[config.mk]
export PLATFORM = sky130hd
export DESIGN_NAME = mem_arbiter_flat
export DESIGN_NICKNAME = d
export VERILOG_FILES = /design/src/rtl/rvo3_mem_pkg.sv /design/src/rtl/mem_arbiter_if.sv /design/src/rtl/mem_arb_timer.sv /design/src/rtl/mem_arbiter.sv /design/src/flat_wrapper.sv
export SDC_FILE = /design/constraint.sdc
export NUM_CORES = 1
export LEC_CHECK = 0
export ABC_AREA = 1
export CAP_MARGIN = 5
export CORE_AREA = 2 2 211 213
export DETAILED_ROUTE_END_ITERATION = 16
export DIE_AREA = 0 0 213 215
export GPL_ROUTABILITY_DRIVEN = 0
export HOLD_SLACK_MARGIN = 0.1
export PLACE_DENSITY_LB_ADDON = 0.2
export SYNTH_ARGS = -nofsm -noshare
export SYNTH_HDL_FRONTEND = slang
export SYNTH_SLANG_ARGS = --single-unit
[constraint.sdc]
create_clock -name clk -period 4.2 [get_ports clk]
set_clock_uncertainty 0.2 [all_clocks]
set_input_delay 0.84 -clock clk [delete_from_list [all_inputs] [get_ports clk]]
set_output_delay 0.84 -clock clk [all_outputs]
set_load 0.03 [all_outputs]
[src/rtl/rvo3_mem_pkg.sv]
// Shared definitions for the memory arbiter: FSM encoding and default sizing.
package rvo3_mem_pkg;

  typedef enum logic [1:0] {
    ARB_IDLE = 2'd0,
    ARB_IF   = 2'd1,
    ARB_DM   = 2'd2
  } arb_state_e;

  localparam int ADDR_W_DEF     = 64;
  localparam int DATA_W_DEF     = 64;
  localparam int STARVE_MAX_DEF = 4;
  localparam int TIMEOUT_DEF    = 255;

  // True while a transaction owns the memory port.
  function automatic logic arb_busy(arb_state_e s);
    return s != ARB_IDLE;
  endfunction

endpackage

[src/rtl/mem_arbiter_if.sv]
// Requester and memory-side signals of the arbiter.
//
// Handshake: a requester raises *_req with a stable payload and holds both
// until it sees a one-cycle *_ack (completion, *_rdata valid that cycle) or a
// one-cycle *_err (abort). On the memory side mem_req stays high with a
// stable payload until mem_ack is sampled high or the arbiter times out.
interface mem_arbiter_if #(
  parameter int ADDR_W = 64,
  parameter int DATA_W = 64
);
  // instruction fetch
  logic              if_req;
  logic [ADDR_W-1:0] if_addr;
  logic              if_ack;
  logic              if_err;
  logic [DATA_W-1:0] if_rdata;
  // load/store
  logic                dm_req;
  logic                dm_we;
  logic [ADDR_W-1:0]   dm_addr;
  logic [DATA_W-1:0]   dm_wdata;
  logic [DATA_W/8-1:0] dm_wstrb;
  logic                dm_ack;
  logic                dm_err;
  logic [DATA_W-1:0]   dm_rdata;
  // shared memory port
  logic                mem_req;
  logic                mem_we;
  logic [ADDR_W-1:0]   mem_addr;
  logic [DATA_W-1:0]   mem_wdata;
  logic [DATA_W/8-1:0] mem_wstrb;
  logic                mem_ack;
  logic [DATA_W-1:0]   mem_rdata;

  // Arbiter view.
  modport master (
    input  if_req, if_addr, dm_req, dm_we, dm_addr, dm_wdata, dm_wstrb,
           mem_ack, mem_rdata,
    output if_ack, if_err, if_rdata, dm_ack, dm_err, dm_rdata,
           mem_req, mem_we, mem_addr, mem_wdata, mem_wstrb
  );

  // Requester / memory view.
  modport slave (
    output if_req, if_addr, dm_req, dm_we, dm_addr, dm_wdata, dm_wstrb,
           mem_ack, mem_rdata,
    input  if_ack, if_err, if_rdata, dm_ack, dm_err, dm_rdata,
           mem_req, mem_we, mem_addr, mem_wdata, mem_wstrb
  );
endinterface

[src/rtl/mem_arb_timer.sv]
// Wait counter for an outstanding memory transaction. expired is raised in the
// busy cycle whose missing ack makes the count reach TIMEOUT, so the owner is
// released after exactly TIMEOUT busy cycles.
module mem_arb_timer
  import rvo3_mem_pkg::*;
#(
  parameter int TIMEOUT = TIMEOUT_DEF
) (
  input  logic clk,
  input  logic rst,
  input  logic clear,
  input  logic enable,
  output logic expired
);

  localparam int CNT_W = (TIMEOUT > 0) ? $clog2(TIMEOUT + 1) : 1;

  logic [CNT_W-1:0] cnt;

  // Count busy cycles without an ack; restart on every new grant.
  always_ff @(posedge clk or negedge rst) begin
    if (!rst) begin
      cnt <= '0;
    end else if (clear) begin
      cnt <= '0;
    end else if (enable) begin
      cnt <= cnt + CNT_W'(1);
    end
  end

  assign expired = enable && !clear && (cnt == CNT_W'(TIMEOUT - 1));

endmodule

[src/rtl/mem_arbiter.sv]
// Two-requester arbiter (instruction fetch vs load/store) onto one memory
// port. Data accesses win by default; after STARVE_MAX consecutive data
// grants with a fetch waiting, the fetch is granted. Each transaction is
// aborted with an err pulse if memory does not ack within TIMEOUT cycles.
module mem_arbiter
  import rvo3_mem_pkg::*;
#(
  parameter int ADDR_W     = ADDR_W_DEF,
  parameter int DATA_W     = DATA_W_DEF,
  parameter int STARVE_MAX = STARVE_MAX_DEF,
  parameter int TIMEOUT    = TIMEOUT_DEF
) (
  input  logic          clk,
  input  logic          rst,
  mem_arbiter_if.master bus,
  output arb_state_e    dbg_state
);

  localparam int STRB_W = DATA_W / 8;
  localparam int SC_W   = (STARVE_MAX > 0) ? $clog2(STARVE_MAX + 1) : 1;

  arb_state_e state;
  arb_state_e state_nxt;

  logic [SC_W-1:0]   starve_cnt;
  logic              starve_full;
  logic              dm_win;
  logic              if_win;
  logic              busy;
  logic              timer_clear;
  logic              timer_en;
  logic              expired;

  logic [ADDR_W-1:0] addr_q;
  logic              we_q;
  logic [DATA_W-1:0] wdata_q;
  logic [STRB_W-1:0] wstrb_q;
  logic              if_err_q;
  logic              dm_err_q;

  // starve_cnt saturates at STARVE_MAX, so "not full" is "below STARVE_MAX"
  // and the two win terms are mutually exclusive.
  assign starve_full = (starve_cnt == SC_W'(STARVE_MAX));
  assign dm_win      = bus.dm_req && (!bus.if_req || !starve_full);
  assign if_win      = bus.if_req && (!bus.dm_req || starve_full);
  assign busy        = arb_busy(state);
  assign timer_en    = busy && !bus.mem_ack;

  // State register.
  always_ff @(posedge clk or negedge rst) begin
    if (!rst) begin
      state <= ARB_IDLE;
    end else begin
      state <= state_nxt;
    end
  end

  // Next state: grant from idle, release on ack (ack beats timeout) or expiry.
  always_comb begin
    state_nxt   = state;
    timer_clear = 1'b0;
    unique case (state)
      ARB_IDLE: begin
        if (dm_win) begin
          state_nxt   = ARB_DM;
          timer_clear = 1'b1;
        end else if (if_win) begin
          state_nxt   = ARB_IF;
          timer_clear = 1'b1;
        end
      end
      ARB_IF, ARB_DM: begin
        if (bus.mem_ack || expired) begin
          state_nxt = ARB_IDLE;
        end
      end
      default: state_nxt = ARB_IDLE;
    endcase
  end

  // Capture the winner's payload at grant; held untouched while busy.
  always_ff @(posedge clk or negedge rst) begin
    if (!rst) begin
      addr_q  <= '0;
      we_q    <= 1'b0;
      wdata_q <= '0;
      wstrb_q <= '0;
    end else if (state == ARB_IDLE) begin
      if (dm_win) begin
        addr_q  <= bus.dm_addr;
        we_q    <= bus.dm_we;
        wdata_q <= bus.dm_wdata;
        wstrb_q <= bus.dm_wstrb;
      end else if (if_win) begin
        addr_q  <= bus.if_addr;
        we_q    <= 1'b0;
        wdata_q <= '0;
        wstrb_q <= '0;
      end
    end
  end

  // Count data grants that bypassed a waiting fetch; a fetch grant clears it.
  always_ff @(posedge clk or negedge rst) begin
    if (!rst) begin
      starve_cnt <= '0;
    end else if (state == ARB_IDLE) begin
      if (dm_win && bus.if_req) begin
        starve_cnt <= starve_cnt + SC_W'(1);
      end else if (if_win) begin
        starve_cnt <= '0;
      end
    end
  end

  // One-cycle abort pulse to the owner of a timed-out transaction.
  always_ff @(posedge clk or negedge rst) begin
    if (!rst) begin
      if_err_q <= 1'b0;
      dm_err_q <= 1'b0;
    end else begin
      if_err_q <= (state == ARB_IF) && expired;
      dm_err_q <= (state == ARB_DM) && expired;
    end
  end

  mem_arb_timer #(
    .TIMEOUT (TIMEOUT)
  ) u_timer (
    .clk     (clk),
    .rst     (rst),
    .clear   (timer_clear),
    .enable  (timer_en),
    .expired (expired)
  );

  assign bus.mem_req   = busy;
  assign bus.mem_we    = we_q;
  assign bus.mem_addr  = addr_q;
  assign bus.mem_wdata = wdata_q;
  assign bus.mem_wstrb = wstrb_q;

  assign bus.if_ack    = bus.mem_ack && (state == ARB_IF);
  assign bus.dm_ack    = bus.mem_ack && (state == ARB_DM);
  assign bus.if_err    = if_err_q;
  assign bus.dm_err    = dm_err_q;
  assign bus.if_rdata  = bus.mem_rdata;
  assign bus.dm_rdata  = bus.mem_rdata;

  assign dbg_state     = state;

endmodule

[src/flat_wrapper.sv]
// flat-port wrapper written by rule: the top's interface ports become plain ports
module mem_arbiter_flat import rvo3_mem_pkg::*;
#(
  parameter int ADDR_W     = ADDR_W_DEF,
  parameter int DATA_W     = DATA_W_DEF,
  parameter int STARVE_MAX = STARVE_MAX_DEF,
  parameter int TIMEOUT    = TIMEOUT_DEF
)
  (clk, rst, dbg_state, bus_if_req, bus_if_addr, bus_dm_req, bus_dm_we, bus_dm_addr, bus_dm_wdata, bus_dm_wstrb, bus_mem_ack, bus_mem_rdata, bus_if_ack, bus_if_err, bus_if_rdata, bus_dm_ack, bus_dm_err, bus_dm_rdata, bus_mem_req, bus_mem_we, bus_mem_addr, bus_mem_wdata, bus_mem_wstrb);
  mem_arbiter_if #(.ADDR_W(ADDR_W), .DATA_W(DATA_W)) bus_i ();
  input  logic clk;
  input  logic rst;
  output arb_state_e dbg_state;
  input wire logic [$bits(bus_i.if_req)-1:0] bus_if_req;
  input wire logic [$bits(bus_i.if_addr)-1:0] bus_if_addr;
  input wire logic [$bits(bus_i.dm_req)-1:0] bus_dm_req;
  input wire logic [$bits(bus_i.dm_we)-1:0] bus_dm_we;
  input wire logic [$bits(bus_i.dm_addr)-1:0] bus_dm_addr;
  input wire logic [$bits(bus_i.dm_wdata)-1:0] bus_dm_wdata;
  input wire logic [$bits(bus_i.dm_wstrb)-1:0] bus_dm_wstrb;
  input wire logic [$bits(bus_i.mem_ack)-1:0] bus_mem_ack;
  input wire logic [$bits(bus_i.mem_rdata)-1:0] bus_mem_rdata;
  output wire logic [$bits(bus_i.if_ack)-1:0] bus_if_ack;
  output wire logic [$bits(bus_i.if_err)-1:0] bus_if_err;
  output wire logic [$bits(bus_i.if_rdata)-1:0] bus_if_rdata;
  output wire logic [$bits(bus_i.dm_ack)-1:0] bus_dm_ack;
  output wire logic [$bits(bus_i.dm_err)-1:0] bus_dm_err;
  output wire logic [$bits(bus_i.dm_rdata)-1:0] bus_dm_rdata;
  output wire logic [$bits(bus_i.mem_req)-1:0] bus_mem_req;
  output wire logic [$bits(bus_i.mem_we)-1:0] bus_mem_we;
  output wire logic [$bits(bus_i.mem_addr)-1:0] bus_mem_addr;
  output wire logic [$bits(bus_i.mem_wdata)-1:0] bus_mem_wdata;
  output wire logic [$bits(bus_i.mem_wstrb)-1:0] bus_mem_wstrb;
  assign bus_i.if_req = bus_if_req;
  assign bus_i.if_addr = bus_if_addr;
  assign bus_i.dm_req = bus_dm_req;
  assign bus_i.dm_we = bus_dm_we;
  assign bus_i.dm_addr = bus_dm_addr;
  assign bus_i.dm_wdata = bus_dm_wdata;
  assign bus_i.dm_wstrb = bus_dm_wstrb;
  assign bus_i.mem_ack = bus_mem_ack;
  assign bus_i.mem_rdata = bus_mem_rdata;
  assign bus_if_ack = bus_i.if_ack;
  assign bus_if_err = bus_i.if_err;
  assign bus_if_rdata = bus_i.if_rdata;
  assign bus_dm_ack = bus_i.dm_ack;
  assign bus_dm_err = bus_i.dm_err;
  assign bus_dm_rdata = bus_i.dm_rdata;
  assign bus_mem_req = bus_i.mem_req;
  assign bus_mem_we = bus_i.mem_we;
  assign bus_mem_addr = bus_i.mem_addr;
  assign bus_mem_wdata = bus_i.mem_wdata;
  assign bus_mem_wstrb = bus_i.mem_wstrb;
  mem_arbiter #(.ADDR_W(ADDR_W), .DATA_W(DATA_W), .STARVE_MAX(STARVE_MAX), .TIMEOUT(TIMEOUT)) u_core (.clk(clk), .rst(rst), .bus(bus_i), .dbg_state(dbg_state));
endmodule
==> results of run 1 <==
-- logic make-up (layout without fill, tap and decap cells) --
| kind of cell | after synthesis | in the layout |
|---|---|---|
| xor gates and xnor gates | 1 | 1 |
| AOI/OAI and AO/OA | 141 | 141 |
| buffers and inverters | 202 | 412 |
| adders and majority gates | 7 | 7 |
| and+or+nand+nor | 403 | 403 |
| DFF | 152 | 152 |
-- path summary, 6_finish.rpt --
path                                          start                  endpoint  depth (start not counted)
max                                     bus_mem_ack                bus_if_ack                          4
min                                             rst   u_core.bus.mem_addr[52]                          1
max reg2reg                     u_core.dbg_state[0]       u_core.dbg_state[0]                          7
min reg2reg                u_core.bus.mem_wdata[56]  u_core.bus.mem_wdata[56]                          2
max in group asynchronous                       rst  u_core.bus.mem_wdata[15]                          2
min in group clk           u_core.bus.mem_wdata[56]  u_core.bus.mem_wdata[56]                          2
-- cell type report --
cell class                 count  area [sq um]  area share [%]
multi-input combinational    552          2440            21.6
sequential                   152          3800            33.6
timing repair buffer         358          3620            32.1
clock buffer                  21           460            4.07
inverter                      22          87.6           0.775
clock inverter                11           148            1.31
tap                          592           741            6.55
-- per-layer routing --
metal  vias up  wire, um  GRT usage, %
li1       3175         -             -
met1      3129     10500          12.7
met2       281     13100          19.5
met3        83      2660          5.48
met4         2      1140          7.04
met5         -        54         0.754
-- metrics by stage --
step	util (%)	total power, mW	cells
6_report	25.9	9.02	1708
5_1_grt	25.9	9.63	1708
4_1_cts	25.9	9.23	1708
3_5_place_dp	24.5	7.49	1676
3_3_place_gp	24.5	7.48	1676
2_1_floorplan	-	5.52	906
-- power by group through the flow --
stage	sequential (mW)	clock [mW]	combinational, mW
finish	2.53	1.64	4.84
global route	2.62	1.79	5.22
CTS	2.54	1.74	4.96
detailed placement	2.54	0	4.95
global placement	2.54	0	4.94
floorplan	3.84	0	1.68
-- worst max-delay path, cell delays in order --
cell	delay [ns]
clkdlybuf4s50_1	0.54
nand2_1	0.08
inv_1	0.06
clkdlybuf4s50_1	0.66
-- sequential cells by signal (all words and copies together), names as in the netlist --
signal / count
u_core.u_timer.cnt: 8
u_core.bus.if_err: 1
u_core.dbg_state: 2
u_core.bus.dm_err: 1
u_core.bus.mem_we: 1
u_core.bus.mem_wstrb: 8
u_core.bus.mem_addr: 64
u_core.starve_cnt: 3
u_core.bus.mem_wdata: 64
-- cells in the mapped netlist --
cell      number
a21oi_1      134
dfrtp_1      152
buf_6          1
buf_2         39
nand2_2        1
nand2_1      237
nor2_1        76
clkbuf_1       8
ha_1           7
o21ai_0        5
xor2_1         1
nand3_1       84
inv_1         20
o21ai_4        1
o21ai_1        1
nor3_1         4
inv_2          2
buf_4        132
nand4_1        1
==> results.py, run 1 <==
metrics = {
    "sta": {
        "report.final.hold_viol_count": 0,
        "postLayoutSetupSlackWorst_ns": 0.989,
        "rsz0062_at_grt": "no",
        "finalSetupViolCount": 0,
        "tns_ns": 0,
        "worstMarginPinSlew_ns": 0.883,
        "slew_viol_final": 0,
        "fmax_mhz": 311,
        "worst_hold_slack_ns": 0.176,
        "maxSlewHeadroom_pct": 41.1,
        "fin_crit_sh_pct": 76.4,
        "post-route-min-period_ns": 3.21,
    },
    "global_route": {
        "grt-ovfl-total": 0,
        "grt_pass1_vias": 6834,
        "grt_pass1_wl_um": 40700,
        "gr-usage-all-layers_pct": 12.0,
        "antenna_found_initial": 0,
        "grt_max_degree": 144,
    },
    "pwr": {
        "p_sw_share_pct": 45.1,
        "p_leak_nw": 4.88,
        "pwr-share-clk_pct": 18.2,
        "seq_power_share_pct": 28.1,
        "power_frac_comb_pct": 53.7,
        "irDropWorstVdd_v": 0.000343,
        "powerDensity_mw_per_mm2": 798,
        "switchingPower_mw": 4.07,
        "power.internal_mw": 4.95,
    },
    "clocking": {
        "cts-buffers-inserted": 17,
        "clk_pin_slew_ns": 0.06,
        "cts_resized": 0,
        "root_buffer": "clkbuf_16",
        "htreeDepth": 4,
        "clock_sinks": 152,
        "post-cts-setup-buffers": 0,
        "hold_buffers": 0,
        "clock_latency_ns": 0.47,
        "clk_path_buf_depth": 2,
        "tritoncts": "yes",
    },
    "routing": {
        "dr.pass1.iters": 4,
        "viasPerCell": 3.91,
        "drt-initial-drc-count": 307,
        "ant_nets": 0,
        "wl_per_cell_um": 16.1,
        "routed_wl_um": 27500,
        "vias": 6670,
        "drc": 0,
    },
    "cells_and_area": {
        "final_nets": 1380,
        "antenna_cells": 0,
        "drive_gt1_share_pct": 3.94,
        "final_cell_mix": "clkdlybuf4s50_1 (348), nand2_1 (237), dfrtp_1 (152)",
        "syn2layout_area_growth_pct": 49.7,
        "finalInstanceArea_sq_mm": 0.0113,
        "fillCellCount": 4773,
        "final_common_cell": "clkdlybuf4s50_1",
    },
    "synth": {
        "syn_avg_cell_area_sq_um": 8.34,
        "synth_top_family_by_area": "simple AND/OR/NAND/NOR gates",
        "synth_top_area_share_pct": 50.3,
        "yosysTopAreaCell": "dfrtp_1",
        "synthMuxAreaShare_pct": 0,
        "seq_area_frac_synth_pct": 50.3,
        "ys_seq_elements": 152,
        "syn_nets": 1183,
        "synth_cell_types": 19,
        "synth_fa_ha_area_share_pct": 1.16,
        "synth_compound_area_share_pct": 9.49,
        "synth.area.top_cells": "dfrtp_1 (50%), buf_4 (13%), nand2_1 (12%)",
        "synth_xor_area_share_pct": 0.116,
        "synth-warning-count": 0,
        "synth_area_sq_mm": 0.00755,
        "synth-simple-area-share_pct": 21.5,
        "synth_cells": 906,
    },
    "flow_run": {
        "drv_cap": 0,
    },
    "floorplan": {
        "rows": 77,
        "start_util_pct": 17.3,
        "die_area_sq_mm": 0.0458,
        "core_area_sq_mm": 0.0436,
        "io_pins": 542,
        "die_y_um": 215,
        "fp.dieW_um": 213,
    },
    "place": {
        "dpl-instance-area_sq_mm": 0.0107,
        "place_ws_ns": 0.992,
        "port_buffers": 349,
        "dpl.hpwl_um": 18300,
    },
    "hold_path": {
        "hold_path.class": "input pin to asynchronous set/reset pin",
    },
    "critical_path": {
        "start_kind": "input pin",
        "r2r_slack_ns": 1.82,
        "end_kind": "output pin",
        "worst-path-max-fanout": 5,
        "critPathArrivalTime_ns": 2.17,
        "criticalPathCategory": "input pin to output pin",
        "crit_required_ns": 3.16,
    },
    "outcome": {
        "outcome": "finished, final reports clean",
    },
}
(Power assumes the default switching activity.)
==> inputs of run 2 (changes only) <==
- CORE_AREA: 2 2 211 213 -> 2 2 213 215
- DIE_AREA: 0 0 213 215 -> 0 0 215 217
- clock period: 4.2 -> 3.1 ns (I/O delays scaled with it)
==> run 2 against run 1 <==
Net effect:
- flip-flop and latch count unchanged
- combinational power grew 37%
- global-route usage up 0.16 points
- total power is 35% higher
- largest power group unchanged
- largest cell class unchanged
- critical endpoint is now bus_mem_req
==> results.py, run 2 (same netlist as run 1, synthesis figures left out) <==
metrics = {
    "outcome": {
        "outcome": "finished, final reports clean",
    },
    "routing": {
        "viasPerCell": 3.89,
        "routed_wl_um": 27900,
        "drt-initial-drc-count": 323,
        "drc": 0,
        "dr.pass1.iters": 4,
        "wl_per_cell_um": 16.2,
        "vias": 6682,
        "ant_nets": 0,
    },
    "cells_and_area": {
        "finalInstanceArea_sq_mm": 0.0114,
        "fillCellCount": 4944,
        "layout.cells.non_filler": 1719,
        "antenna_cells": 0,
        "seqCellArea_sq_mm": 0.00380,
        "syn2layout_area_growth_pct": 50.4,
        "final_cell_mix": "clkdlybuf4s50_1 (348), nand2_1 (237), dfrtp_1 (152)",
        "multiInputGateArea_sq_mm": 0.00245,
        "final_common_cell": "clkdlybuf4s50_1",
        "final_nets": 1385,
        "final_util_pct": 25.4,
        "drive_gt1_share_pct": 4.02,
    },
    "place": {
        "port_buffers": 349,
        "dpl-instance-area_sq_mm": 0.0108,
        "place_inst": 1688,
        "place_ws_ns": 0.338,
        "dpl.hpwl_um": 19000,
    },
    "clocking": {
        "htreeDepth": 4,
        "clock_latency_ns": 0.47,
        "cts_resized": 0,
        "cts-buffers-inserted": 17,
        "tritoncts": "yes",
        "root_buffer": "clkbuf_16",
        "post-cts-setup-buffers": 0,
        "clk_pin_slew_ns": 0.06,
        "clock_sinks": 152,
        "clk_path_buf_depth": 2,
        "hold_buffers": 1,
    },
    "critical_path": {
        "timing.rr.end": "u_core.bus.mem_wdata[41]",
        "reg2regPathDepth": 7,
        "start_kind": "flop",
        "end_kind": "output pin",
        "r2r_start": "u_core.dbg_state[1]",
        "r2r_slack_ns": 1.10,
        "critPathArrivalTime_ns": 2.05,
        "crit_required_ns": 2.28,
        "critical_path.startpoint": "u_core.dbg_state[1]",
        "worst-path-max-fanout": 5,
        "critPathCapture": "bus_mem_req",
        "criticalPathCategory": "flop to output pin",
    },
    "floorplan": {
        "fp.dieW_um": 215,
        "rows": 78,
        "core_area_sq_mm": 0.0447,
        "die_y_um": 217,
        "die_area_sq_mm": 0.0467,
        "io_pins": 542,
        "start_util_pct": 16.9,
    },
    "hold_path": {
        "hold_path.class": "flop to flop",
    },
    "sta": {
        "fin_crit_sh_pct": 92.4,
        "fmax_mhz": 349,
        "finalSetupViolCount": 0,
        "report.final.hold_viol_count": 0,
        "postLayoutSetupSlackWorst_ns": 0.234,
        "worstMarginPinSlew_ns": 0.455,
        "slew_viol_final": 0,
        "post-route-min-period_ns": 2.87,
        "rsz0062_at_grt": "no",
        "tns_ns": 0,
        "maxSlewHeadroom_pct": 69.7,
    },
    "pwr": {
        "irDropWorstVdd_v": 0.000564,
        "switchingPower_mw": 5.50,
        "p_leak_nw": 4.91,
        "power_frac_comb_pct": 54.5,
        "powerDensity_mw_per_mm2": 1070,
        "p_sw_share_pct": 45.2,
        "power.internal_mw": 6.67,
        "pwr-share-clk_pct": 17.4,
        "seq_power_share_pct": 28.1,
    },
    "flow_run": {
        "drv_cap": 0,
    },
    "global_route": {
        "grt_pass1_vias": 6924,
        "antenna_found_initial": 0,
        "gr-usage-all-layers_pct": 12.2,
        "grt-ovfl-total": 0,
        "grt_pass1_wl_um": 42700,
        "grt_max_degree": 77,
    },
}
[run 2: cell type report]
class / instances / share of cell area [%]
multi-input combinational: 552 / 21.5
timing repair buffer: 363 / 32.7
tap: 600 / 6.61
sequential: 152 / 33.5
clock inverter: 8 / 0.870
clock buffer: 22 / 4.08
inverter: 22 / 0.771
[run 2: worst min-delay path by stage]
stage | from | to | slack [ns] | depth (start not counted)
2_1_floorplan | rst | u_core.bus.dm_err | 0.12 | 0
3_3_place_gp | u_core.bus.mem_wdata[12] | u_core.bus.mem_wdata[12] | 0.26 | 2
3_5_place_dp | u_core.bus.mem_wdata[62] | u_core.bus.mem_wdata[62] | 0.26 | 2
4_1_cts | u_core.bus.mem_wdata[14] | u_core.bus.mem_wdata[14] | 0.28 | 2
5_1_grt | u_core.bus.mem_wdata[53] | u_core.bus.mem_wdata[53] | 0.29 | 2
6_report | u_core.bus.mem_wstrb[0] | u_core.bus.mem_wstrb[0] | 0.28 | 2
[run 2: through the flow]
step	power (mW)	hold slack, ns
floorplan	7.48	0.124
global placement	10.2	0.261
detailed placement	10.2	0.264
CTS	12.5	0.282
global route	13.0	0.292
finish	12.2	0.276
[run 2: per-layer routing]
| metal | vias to the layer above | global-route usage (%) | part of all wire (%) |
|---|---|---|---|
| met5 | - | 0 | 0 |
| met4 | 0 | 7.33 | 4.4 |
| met3 | 71 | 5.79 | 9.3 |
| met2 | 299 | 19.4 | 47 |
| met1 | 3129 | 13.2 | 39 |
| li1 | 3183 | - | - |
[run 2: worst max-delay path, stage by stage (launching register included)]
cell and delay (ns):
dfrtp_1 0.41, inv_1 0.08, ha_1 0.29, inv_1 0.12, clkdlybuf4s50_1 0.67
[run 2: power groups by stage]
stage          logic [mW]  registers, mW  clock network (mW)
2_1_floorplan        2.27           5.20                   0
3_3_place_gp         6.79           3.43                   0
3_5_place_dp         6.77           3.44                   0
4_1_cts              6.79           3.43                2.27
5_1_grt              7.18           3.54                2.31
6_report             6.63           3.42                2.12
